$ cat src/rtl/stream_width_packer.sv
// Byte-stream repacker: variable-fill IN_BYTES beats in, dense OUT_BYTES beats out.
// Fully registered, packet-isolating width converter.
//
// Ports:
//   clk, rst_n      clock, synchronous active-low reset
//   in_data/in_cnt  input bytes (byte 0 in [7:0]) and valid count (0 means IN_BYTES)
//   in_last         final beat of packet
//   in_valid/ready  input handshake
//   out_data        packed output bytes (byte 0 in [7:0])
//   out_cnt         valid bytes on the last beat (0 means full), 0 on other beats
//   out_last        final beat of packet
//   out_valid/ready output handshake
//   fill_level      bytes currently buffered
module stream_width_packer #(
    parameter int IN_BYTES  = 8,
    parameter int OUT_BYTES = 8
) (
    input  logic                                      clk,
    input  logic                                      rst_n,
    input  logic [IN_BYTES*8-1:0]                     in_data,
    input  logic [$clog2(IN_BYTES)-1:0]               in_cnt,
    input  logic                                      in_last,
    input  logic                                      in_valid,
    output logic                                      in_ready,
    output logic [OUT_BYTES*8-1:0]                    out_data,
    output logic [$clog2(OUT_BYTES)-1:0]              out_cnt,
    output logic                                      out_last,
    output logic                                      out_valid,
    input  logic                                      out_ready,
    output logic [$clog2(IN_BYTES+OUT_BYTES):0]       fill_level
);

    localparam int BUF_BYTES = IN_BYTES + OUT_BYTES;
    localparam int IW        = $clog2(IN_BYTES);
    localparam int OW        = $clog2(OUT_BYTES);
    localparam int BW        = $clog2(BUF_BYTES);
    localparam int FW        = BW + 1;

    logic [7:0]    buf_q [BUF_BYTES];
    logic [7:0]    buf_d [BUF_BYTES];
    logic [7:0]    in_b  [IN_BYTES];
    logic [FW-1:0] fill_q, fill_d;
    logic          eop_q, eop_d;
    logic [FW-1:0] pop, push, keep;
    logic [FW-1:0] src, off;
    logic          in_fire, out_fire;

    for (genvar j = 0; j < IN_BYTES; j++) begin : g_in_b
        assign in_b[j] = in_data[j*8 +: 8];
    end

    for (genvar j = 0; j < OUT_BYTES; j++) begin : g_out_b
        assign out_data[j*8 +: 8] = buf_q[j];
    end

    // fill + IN_BYTES <= BUF_BYTES reduces to fill <= OUT_BYTES
    assign in_ready   = rst_n && !eop_q && (fill_q <= FW'(OUT_BYTES));
    assign out_valid  = rst_n && ((fill_q >= FW'(OUT_BYTES)) ||
                                  (eop_q && fill_q != '0));
    assign out_last   = eop_q && (fill_q <= FW'(OUT_BYTES));
    assign out_cnt    = out_last ? fill_q[OW-1:0] : '0;
    assign fill_level = fill_q;

    assign in_fire  = in_valid && in_ready;
    assign out_fire = out_valid && out_ready;

    assign pop  = !out_fire ? '0 :
                  (fill_q < FW'(OUT_BYTES)) ? fill_q : FW'(OUT_BYTES);
    assign push = !in_fire ? '0 :
                  (in_cnt == '0) ? FW'(IN_BYTES) : FW'(in_cnt);
    assign keep   = fill_q - pop;
    assign fill_d = keep + push;

    // in_fire needs !eop_q and out_last needs eop_q, so set and clear never collide
    always_comb begin
        eop_d = eop_q;
        if (in_fire && in_last) begin
            eop_d = 1'b1;
        end else if (out_fire && out_last) begin
            eop_d = 1'b0;
        end
    end

    // Surviving bytes shift down by pop; new bytes land right behind them
    always_comb begin
        src = '0;
        off = '0;
        for (int i = 0; i < BUF_BYTES; i++) begin
            buf_d[i] = buf_q[i];
            if (FW'(i) < keep) begin
                src      = FW'(i) + pop;
                buf_d[i] = buf_q[src[BW-1:0]];
            end else if (FW'(i) - keep < push) begin
                off      = FW'(i) - keep;
                buf_d[i] = in_b[off[IW-1:0]];
            end
        end
    end

    always_ff @(posedge clk) begin
        if (!rst_n) begin
            fill_q <= '0;
            eop_q  <= 1'b0;
        end else begin
            fill_q <= fill_d;
            eop_q  <= eop_d;
        end
    end

    always_ff @(posedge clk) begin
        buf_q <= buf_d;
    end

`ifndef SYNTHESIS
    always @(posedge clk) begin
        if (rst_n) begin
            assert (fill_q <= FW'(BUF_BYTES));
            assert (!out_last || fill_q != '0);
        end
    end
`endif

endmodule

$ cat config.mk
export PLATFORM = sky130hd
export DESIGN_NAME = stream_width_packer
export DESIGN_NICKNAME = d
export VERILOG_FILES = /design/src/rtl/stream_width_packer.sv
export SDC_FILE = /design/constraint.sdc
export NUM_CORES = 1
export LEC_CHECK = 0
export ABC_AREA = 1
export CAP_MARGIN = 20
export CORE_ASPECT_RATIO = 2
export CORE_MARGIN = 2
export CORE_UTILIZATION = 55
export DETAILED_ROUTE_END_ITERATION = 7
export GPL_ROUTABILITY_DRIVEN = 0
export PLACE_DENSITY = 0.77
export SLEW_MARGIN = 20
export SYNTH_ARGS = -nofsm -noshare
export SYNTH_HDL_FRONTEND = slang
export SYNTH_SLANG_ARGS = --single-unit
$ cat constraint.sdc
create_clock -name clk -period 9.5 [get_ports clk]
set_input_delay 2.85 -clock clk [delete_from_list [all_inputs] [get_ports clk]]
set_output_delay 2.85 -clock clk [all_outputs]
set_load 0.005 [all_outputs]
==> results of run 1 <==
-- synth_stat cells (16+ instances only) --
library cell / count / share of area (%)
nand2_1: 719 / 17
buf_1: 17 / 0.41
buf_2: 52 / 1.7
a21oi_1: 16 / 0.51
buf_6: 16 / 1.2
ha_1: 47 / 3.8
mux2i_1: 52 / 3.3
nor2_1: 82 / 2.0
clkbuf_1: 50 / 1.2
nand3_1: 839 / 27
edfxtp_1: 128 / 25
buf_4: 70 / 3.4
o21ai_0: 156 / 5.0
inv_1: 145 / 3.5
-- layer usage --
metal	GRT usage (%)	overflow
met3	37.5	0
met2	80.2	65
met1	59.1	1
met4	62.3	65
met5	4.86	0
-- kinds of logic after synthesis --
logic type	Yosys count	synth area share (%)
XOR/XNOR	4	0.272
AND/OR/NAND/NOR	1686	48.2
buffers and inverters	371	11.8
AO/OA/AOI/OAI	203	7.08
adder cells (fa/ha/maj)	49	4.02
flip-flops	134	25.3
multiplexers	52	3.33
-- stage by stage --
stage,setup slack [ns],utilization (%),hold WS (ns),std cells
4_1_cts,1.72,61.3,0.548,2855
3_5_place_dp,1.26,59.0,0.536,2823
3_3_place_gp,1.44,59.0,0.524,2822
2_1_floorplan,1.47,-,0.492,2499
==> flow_metrics.env, run 1 <==
export IMPL_yosysUniqueCellTypes=43
export IMPL_track_usage_pct=59.9
export IMPL_status="stopped before the end"
export IMPL_num_rows=87
export IMPL_synthesis_instances=2499
export IMPL_place_area_um2=16600
export IMPL_cts_repair_resized=0
export IMPL_grt_max_degree=108
export IMPL_dominantRegCellSynth="edfxtp_1"
export IMPL_cts_sinks=134
export IMPL_numPortBuffers=146
export IMPL_cts_root_buf="clkbuf_16"
export IMPL_grt_pass1_vias=19013
export IMPL_hpwl_um=62500
export IMPL_ios=147
export IMPL_async_flop_share_pct=0
export IMPL_hold_buffers=0
export IMPL_synth_fp_nets=2620
export IMPL_syn_area_per_cell_um2=6.26
export IMPL_ys_ff_latch=134
export IMPL_firstError="[ERROR GRT-0116] Global routing finished with congestion. Check the congestion regions in the DRC Viewer."
export IMPL_synth_edff_count=128
export IMPL_fp_dieW_um=123
export IMPL_stop_stage="global routing"
export IMPL_cts_buffer_depth=2
export IMPL_post_cts_setup_buffers=0
export IMPL_numCtsBuffers=17
export IMPL_synth_area_um2=15600
export IMPL_initial_utilization_pct=55.7
export IMPL_grt_pass1_wl_um=132000
export IMPL_synth_warnings=0
export IMPL_htreeDepth=4
export IMPL_yosysSeqAreaShare_pct=25.3
export IMPL_die_h_um=242
export IMPL_grt_overflow=131
==> inputs of run 2 (changes only) <==
--- a/config.mk
+++ b/config.mk
@@ -7,12 +7,11 @@
 export LEC_CHECK = 0
 export ABC_AREA = 1
 export CAP_MARGIN = 20
-export CORE_ASPECT_RATIO = 2
 export CORE_MARGIN = 2
-export CORE_UTILIZATION = 55
+export CORE_UTILIZATION = 40
 export DETAILED_ROUTE_END_ITERATION = 7
 export GPL_ROUTABILITY_DRIVEN = 0
-export PLACE_DENSITY = 0.77
+export PLACE_DENSITY_LB_ADDON = 0.15
 export SLEW_MARGIN = 20
 export SYNTH_ARGS = -nofsm -noshare
 export SYNTH_HDL_FRONTEND = slang
==> run 2 against run 1 <==
Effect of this change:
- the flow now finishes, with violations (design-rule violations)
- synthesized area did not move
- synthesized cell count is the same
==> flow_metrics.env, run 2 <==
export IMPL_status="finished, violations left"
export IMPL_violations="design-rule violations"
export IMPL_r2r_start="fill_level[4]"
export IMPL_layout_commonest_cell="nand3_1"
export IMPL_detail_route_first_pass_iterations=8
export IMPL_report_final_slew_viol_count=0
export IMPL_grt_pass1_wl_um=113000
export IMPL_slew_headroom_pct=22.8
export IMPL_irDropWorstVdd_mv=0.197
export IMPL_ios=147
export IMPL_hold_depth=2
export IMPL_yosysUniqueCellTypes=43
export IMPL_synthesis_instances=2499
export IMPL_critical_path_class="input port to flop"
export IMPL_grt_overflow=0
export IMPL_antenna_found_initial=2
export IMPL_coreArea_um2=38600
export IMPL_layout_common_cells="839 x nand3_1, 717 x nand2_1, 154 x o21ai_0"
export IMPL_postRouteAntennaNets=0
export IMPL_synth_area_leaders="nand3_1 27%, edfxtp_1 25%, nand2_1 17%"
export IMPL_synthToLayoutAreaGrowth_pct=11.8
export IMPL_fp_dieW_um=202
export IMPL_min_period_ns=7.73
export IMPL_finalClockSkew_ns=0.0200
export IMPL_cp_max_fo=65
export IMPL_vias_per_cell=6.23
export IMPL_antenna_cells=0
export IMPL_fillerInstances=4063
export IMPL_num_rows=72
export IMPL_tightest_slew_ns=1.15
export IMPL_r2r_slack_ns=4.15
export IMPL_grt_pass1_vias=16811
export IMPL_die_h_um=202
export IMPL_track_usage_pct=38.2
export IMPL_worst_ep_required_time_ns=9.66
export IMPL_grt_setup_unrepaired="no"
export IMPL_cap_violations=0
export IMPL_cts_sinks=134
export IMPL_wl_per_cell_um=26.2
export IMPL_grt_max_degree=74
export IMPL_synth_fp_nets=2620
export IMPL_htreeDepth=4
export IMPL_vias=18869
export IMPL_synth_area_um2=15600
export IMPL_numPortBuffers=146
export IMPL_synth_edff_count=128
export IMPL_cts_buffer_depth=2
export IMPL_hpwl_um=63300
export IMPL_cts_repair_resized=0
export IMPL_synth_top_cell_by_area="nand3_1"
export IMPL_async_flop_share_pct=0
export IMPL_syn_area_per_cell_um2=6.26
export IMPL_rr_worst_depth=17
export IMPL_nNetsFinal=2618
export IMPL_synth_commonest_cells="839 x nand3_1, 719 x nand2_1, 156 x o21ai_0"
export IMPL_ys_ff_latch=134
export IMPL_drive_above_1_share_pct=5.06
export IMPL_drc=25
export IMPL_setup_tns_ns=0
export IMPL_dominantRegCellSynth="edfxtp_1"
export IMPL_numCtsBuffers=17
export IMPL_hp_start="eop_q"
export IMPL_synth_warnings=0
export IMPL_setup_viol_count_final=0
export IMPL_yosysMostFrequentCell="nand3_1"
export IMPL_r2r_end="buf_q[8]"
export IMPL_power_uw=6730
export IMPL_period_share_pct=81.4
export IMPL_hold_path_class="flop to flop"
export IMPL_clock_fmax_mhz=129
export IMPL_dieArea_um2=40700
export IMPL_setup_worst_path_end_class="flop"
export IMPL_fin_util_pct=45.2
export IMPL_totalWireLength_um=79400
export IMPL_cp_start_kind="input port"
export IMPL_cts_tree="done"
export IMPL_post_place_ws_ns=1.45
export IMPL_synth_top_cell_area_share_pct=26.8
export IMPL_holdPathEnd="eop_q"
export IMPL_p_leak_uw=0.00811
export IMPL_initial_utilization_pct=40.5
export IMPL_yosysSeqAreaShare_pct=25.3
export IMPL_cts_root_buf="clkbuf_16"
export IMPL_post_cts_setup_buffers=0
export IMPL_fin_ws_ns=1.77
export IMPL_critPathArrivalTime_ns=7.89
export IMPL_hold_buffers=0
export IMPL_clkLatencyLatePin_ns=0.47
export IMPL_hold_viol_final=0
export IMPL_drtIter0Drc=3672
export IMPL_clk_pin_slew_worst_paths_ns=0.06
export IMPL_powerDensity_nw_per_um2=385
## run 2: cell counts after synthesis
Identical to the previous run, type by type.
## run 2: area by class of cell
class / count / area, µm² / area share (%)
clock buffers: 18 / 429 / 2.45
clock inverters: 14 / 184 / 1.05
inverters: 166 / 626 / 3.58
multi-input cells: 1994 / 9880 / 56.5
flip-flops and latches: 134 / 3960 / 22.7
well taps: 518 / 648 / 3.71
repair buffers: 184 / 1750 / 10.0
## run 2: per-layer routing
metal  GRT usage (%)  vias up  routed length [µm]
li1                -     8463                   -
met1            48.2     8514               29000
met2            55.9     1564               32300
met3            12.8      326               11700
met4            24.1        2                6370
met5               0        -                  13
## run 2: where the power goes
| part | leakage (µW) | total, µW | switching [µW] | internal (µW) |
|---|---|---|---|---|
| clock | 0.000291 | 733 | 296 | 436 |
| sequential | 0.00133 | 1830 | 506 | 1320 |
| combinational | 0.00648 | 4170 | 2850 | 1320 |
| total | 0.00811 | 6730 | 3650 | 3080 |
## run 2: how the worst max path moves through the flow
| stage | depth (start not counted) | startpoint | slack (ns) | end |
|---|---|---|---|---|
| after detailed placement | 15 | out_ready | 1.45 | buf_q[13] |
| final | 15 | out_ready | 1.77 | buf_q[8] |
| after CTS | 15 | out_ready | 1.91 | buf_q[8] |
| after global routing | 15 | out_ready | 1.34 | out_data[48] |
| after global placement | 15 | out_ready | 1.57 | buf_q[13] |
| after floorplan | 20 | out_ready | 1.47 | out_data[16] |
## run 2: worst max-delay path, cell delays in order
cell,delay [ns]
clkdlybuf4s50_1,0.79
nand4_4,0.18
inv_4,0.48
ha_4,0.44
inv_1,0.30
ha_1,0.29
inv_1,0.08
nor2_1,0.06
nor2_1,0.78
inv_1,0.50
ha_1,0.43
a21oi_1,0.20
nor2_1,0.06
o31ai_1,0.22
buf_4,0.22
## run 2: metrics by stage
step                      hold slack (ns)  cells  area (µm²)
after detailed placement            0.517   2996       16900
after CTS                           0.530   3028       17500
after floorplan                     0.492   2499       15600
after global placement              0.513   2994       16800
final                               0.532   3028       17500
after global routing                0.564   3028       17500
## run 2: logic make-up after synthesis
kind of cell	synth area share, %
buf+inv	11.8
mux	3.33
simple gates	48.2
compound gates	7.08
fa+ha+maj	4.02
xor+xnor	0.272
flops	25.3
Note: power is estimated with default switching activity, not from simulation.
==> inputs of run 3 (changes only) <==
==> constraint.sdc (replaced) <==
create_clock -name clk -period 7.3 [get_ports clk]
set_input_delay 2.19 -clock clk [delete_from_list [all_inputs] [get_ports clk]]
set_output_delay 2.19 -clock clk [all_outputs]
set_load 0.005 [all_outputs]
==> run 3 against run 2 <==
Effect of this change:
- the run still ends with design-rule violations left
- wire length shrank 0.47%
- sequential cell count is the same
- via count shrank 0.47%
- critical path depth grew 1
- cell count grew 0.20%
- highest routed layer unchanged
==> flow_metrics.env, run 3 (synthesis results as in run 2) <==
export IMPL_status="finished, violations left"
export IMPL_violations="design-rule violations"
export IMPL_nNetsFinal=2624
export IMPL_drc=1
export IMPL_hold_depth=2
export IMPL_clk_pin_slew_worst_paths_ns=0.06
export IMPL_seq_area_um2=3960
export IMPL_num_rows=72
export IMPL_cts_repair_resized=0
export IMPL_r2r_start="fill_level[1]"
export IMPL_grt_pass1_wl_um=111000
export IMPL_min_period_ns=6.85
export IMPL_p_leak_uw=0.00816
export IMPL_fillerInstances=4072
export IMPL_htreeDepth=4
export IMPL_swShare_pct=54.2
export IMPL_intPower_uw=4060
export IMPL_vias=18781
export IMPL_powerDensity_nw_per_um2=503
export IMPL_cp_start_kind="input port"
export IMPL_drive_above_1_share_pct=5.17
export IMPL_cap_violations=0
export IMPL_setup_worst_path_end_class="flop"
export IMPL_fp_dieW_um=202
export IMPL_hpwl_um=61500
export IMPL_cts_sinks=134
export IMPL_layout_common_cells="839 x nand3_1, 719 x nand2_1, 156 x o21ai_0"
export IMPL_detail_route_first_pass_iterations=8
export IMPL_irDropWorstVdd_mv=0.175
export IMPL_clkPwrFrac_pct=11.1
export IMPL_numPortBuffers=146
export IMPL_clock_fmax_mhz=146
export IMPL_fin_util_pct=45.5
export IMPL_hold_buffers=0
export IMPL_grt_max_degree=102
export IMPL_r2r_slack_ns=2.25
export IMPL_antenna_cells=0
export IMPL_rr_worst_depth=17
export IMPL_hp_start="eop_q"
export IMPL_wl_per_cell_um=26.0
export IMPL_slew_headroom_pct=21.6
export IMPL_setup_viol_count_final=0
export IMPL_critPathArrivalTime_ns=7.01
export IMPL_antenna_found_initial=1
export IMPL_power_switching_uw=4790
export IMPL_grt_setup_unrepaired="no"
export IMPL_setup_tns_ns=0
export IMPL_ios=147
export IMPL_combPwrFrac_pct=61.2
export IMPL_hold_path_class="flop to flop"
export IMPL_initial_utilization_pct=40.5
export IMPL_dieArea_um2=40700
export IMPL_coreArea_um2=38600
export IMPL_cp_max_fo=12
export IMPL_holdPathEnd="eop_q"
export IMPL_multi_input_area_um2=9880
export IMPL_seqPwrFrac_pct=27.7
export IMPL_critical_path_class="input port to flop"
export IMPL_track_usage_pct=37.8
export IMPL_die_h_um=202
export IMPL_r2r_end="out_data[7]"
export IMPL_postRouteAntennaNets=0
export IMPL_layout_commonest_cell="nand3_1"
export IMPL_report_final_slew_viol_count=0
export IMPL_hold_viol_final=0
export IMPL_cts_root_buf="clkbuf_16"
export IMPL_period_share_pct=93.8
export IMPL_cts_buffer_depth=2
export IMPL_drtIter0Drc=3399
export IMPL_post_cts_setup_buffers=0
export IMPL_grt_overflow=0
export IMPL_numCtsBuffers=17
export IMPL_totalWireLength_um=79000
export IMPL_cts_tree="done"
export IMPL_grt_pass1_vias=16360
export IMPL_clkLatencyLatePin_ns=0.46
export IMPL_tightest_slew_ns=1.17
export IMPL_finalClockSkew_ns=0.0117
export IMPL_worst_ep_required_time_ns=7.46
export IMPL_vias_per_cell=6.19
export IMPL_synthToLayoutAreaGrowth_pct=12.5
run 3: cell types whose count changed in the layout (fill, tap and decap cells not counted), moves of 2 or more:
| cell | before | now |
|---|---|---|
| nand2_2 | 10 | 8 |
| o21ai_1 | 7 | 5 |
| nand2_1 | 717 | 719 |
| o21ai_0 | 154 | 156 |
| buf_4 | 37 | 40 |
| clkinv_2 | 5 | 2 |
| clkinv_1 | 7 | 9 |
run 3: per-layer routing:
metal	wire length, µm	vias to the layer above	track usage (%)
li1	-	8493	-
met4	6220	2	24.1
met1	29600	8452	47.7
met3	11600	277	13.6
met5	126	-	2.26
met2	31500	1557	54.2
run 3: through the flow:
step / area (µm²) / hold slack, ns / std cells / total power [µW] / worst slack [ns]
2_1_floorplan: 15600 / 0.492 / 2499 / 5390 / 0.205
3_3_place_gp: 16900 / 0.558 / 2999 / 7500 / 0.415
3_5_place_dp: 16900 / 0.556 / 3001 / 7570 / 0.293
4_1_cts: 17600 / 0.570 / 3033 / 8550 / 0.753
5_1_grt: 17600 / 0.614 / 3034 / 9260 / 0.197
6_report: 17600 / 0.564 / 3034 / 8850 / 0.450
run 3: worst max-delay path: stages:
cell and delay [ns]:
clkdlybuf4s50_1 0.60, inv_1 0.17, a21oi_4 0.32, nand3_4 0.11, ha_1 0.37, a21oi_1 0.16, o21a_1 0.17, xor2_2 0.70
inv_2 0.33, nor2_1 0.70, a21oi_1 0.20, ha_1 0.32, inv_1 0.05, o21bai_1 0.07, o2111ai_1 0.29, buf_4 0.24
run 3: worst max-delay path by stage:
stage	slack, ns	to	startpoint	depth (start not counted)
after floorplan	0.21	buf_q[40]	out_ready	20
after global placement	0.42	buf_q[61]	rst_n	17
after detailed placement	0.29	out_data[20]	rst_n	15
after CTS	0.75	out_data[23]	rst_n	15
after global routing	0.20	buf_q[60]	rst_n	17
final	0.45	out_data[7]	rst_n	16
run 3: power groups by stage:
stage | registers, µW | clock network [µW] | logic, µW
after CTS | 2380 | 975 | 5200
final | 2450 | 986 | 5420
after floorplan | 1920 | 0 | 3470
after global placement | 2390 | 0 | 5110
after detailed placement | 2390 | 0 | 5180
after global routing | 2410 | 1000 | 5850
run 3: final cells by class:
class                   count  area share, %
well taps                 518           3.68
inverters                 166           3.56
clock buffers              18           2.44
multi-input cells        1994           56.2
repair buffers            190           10.5
flip-flops and latches    134           22.5
clock inverters            14           1.18
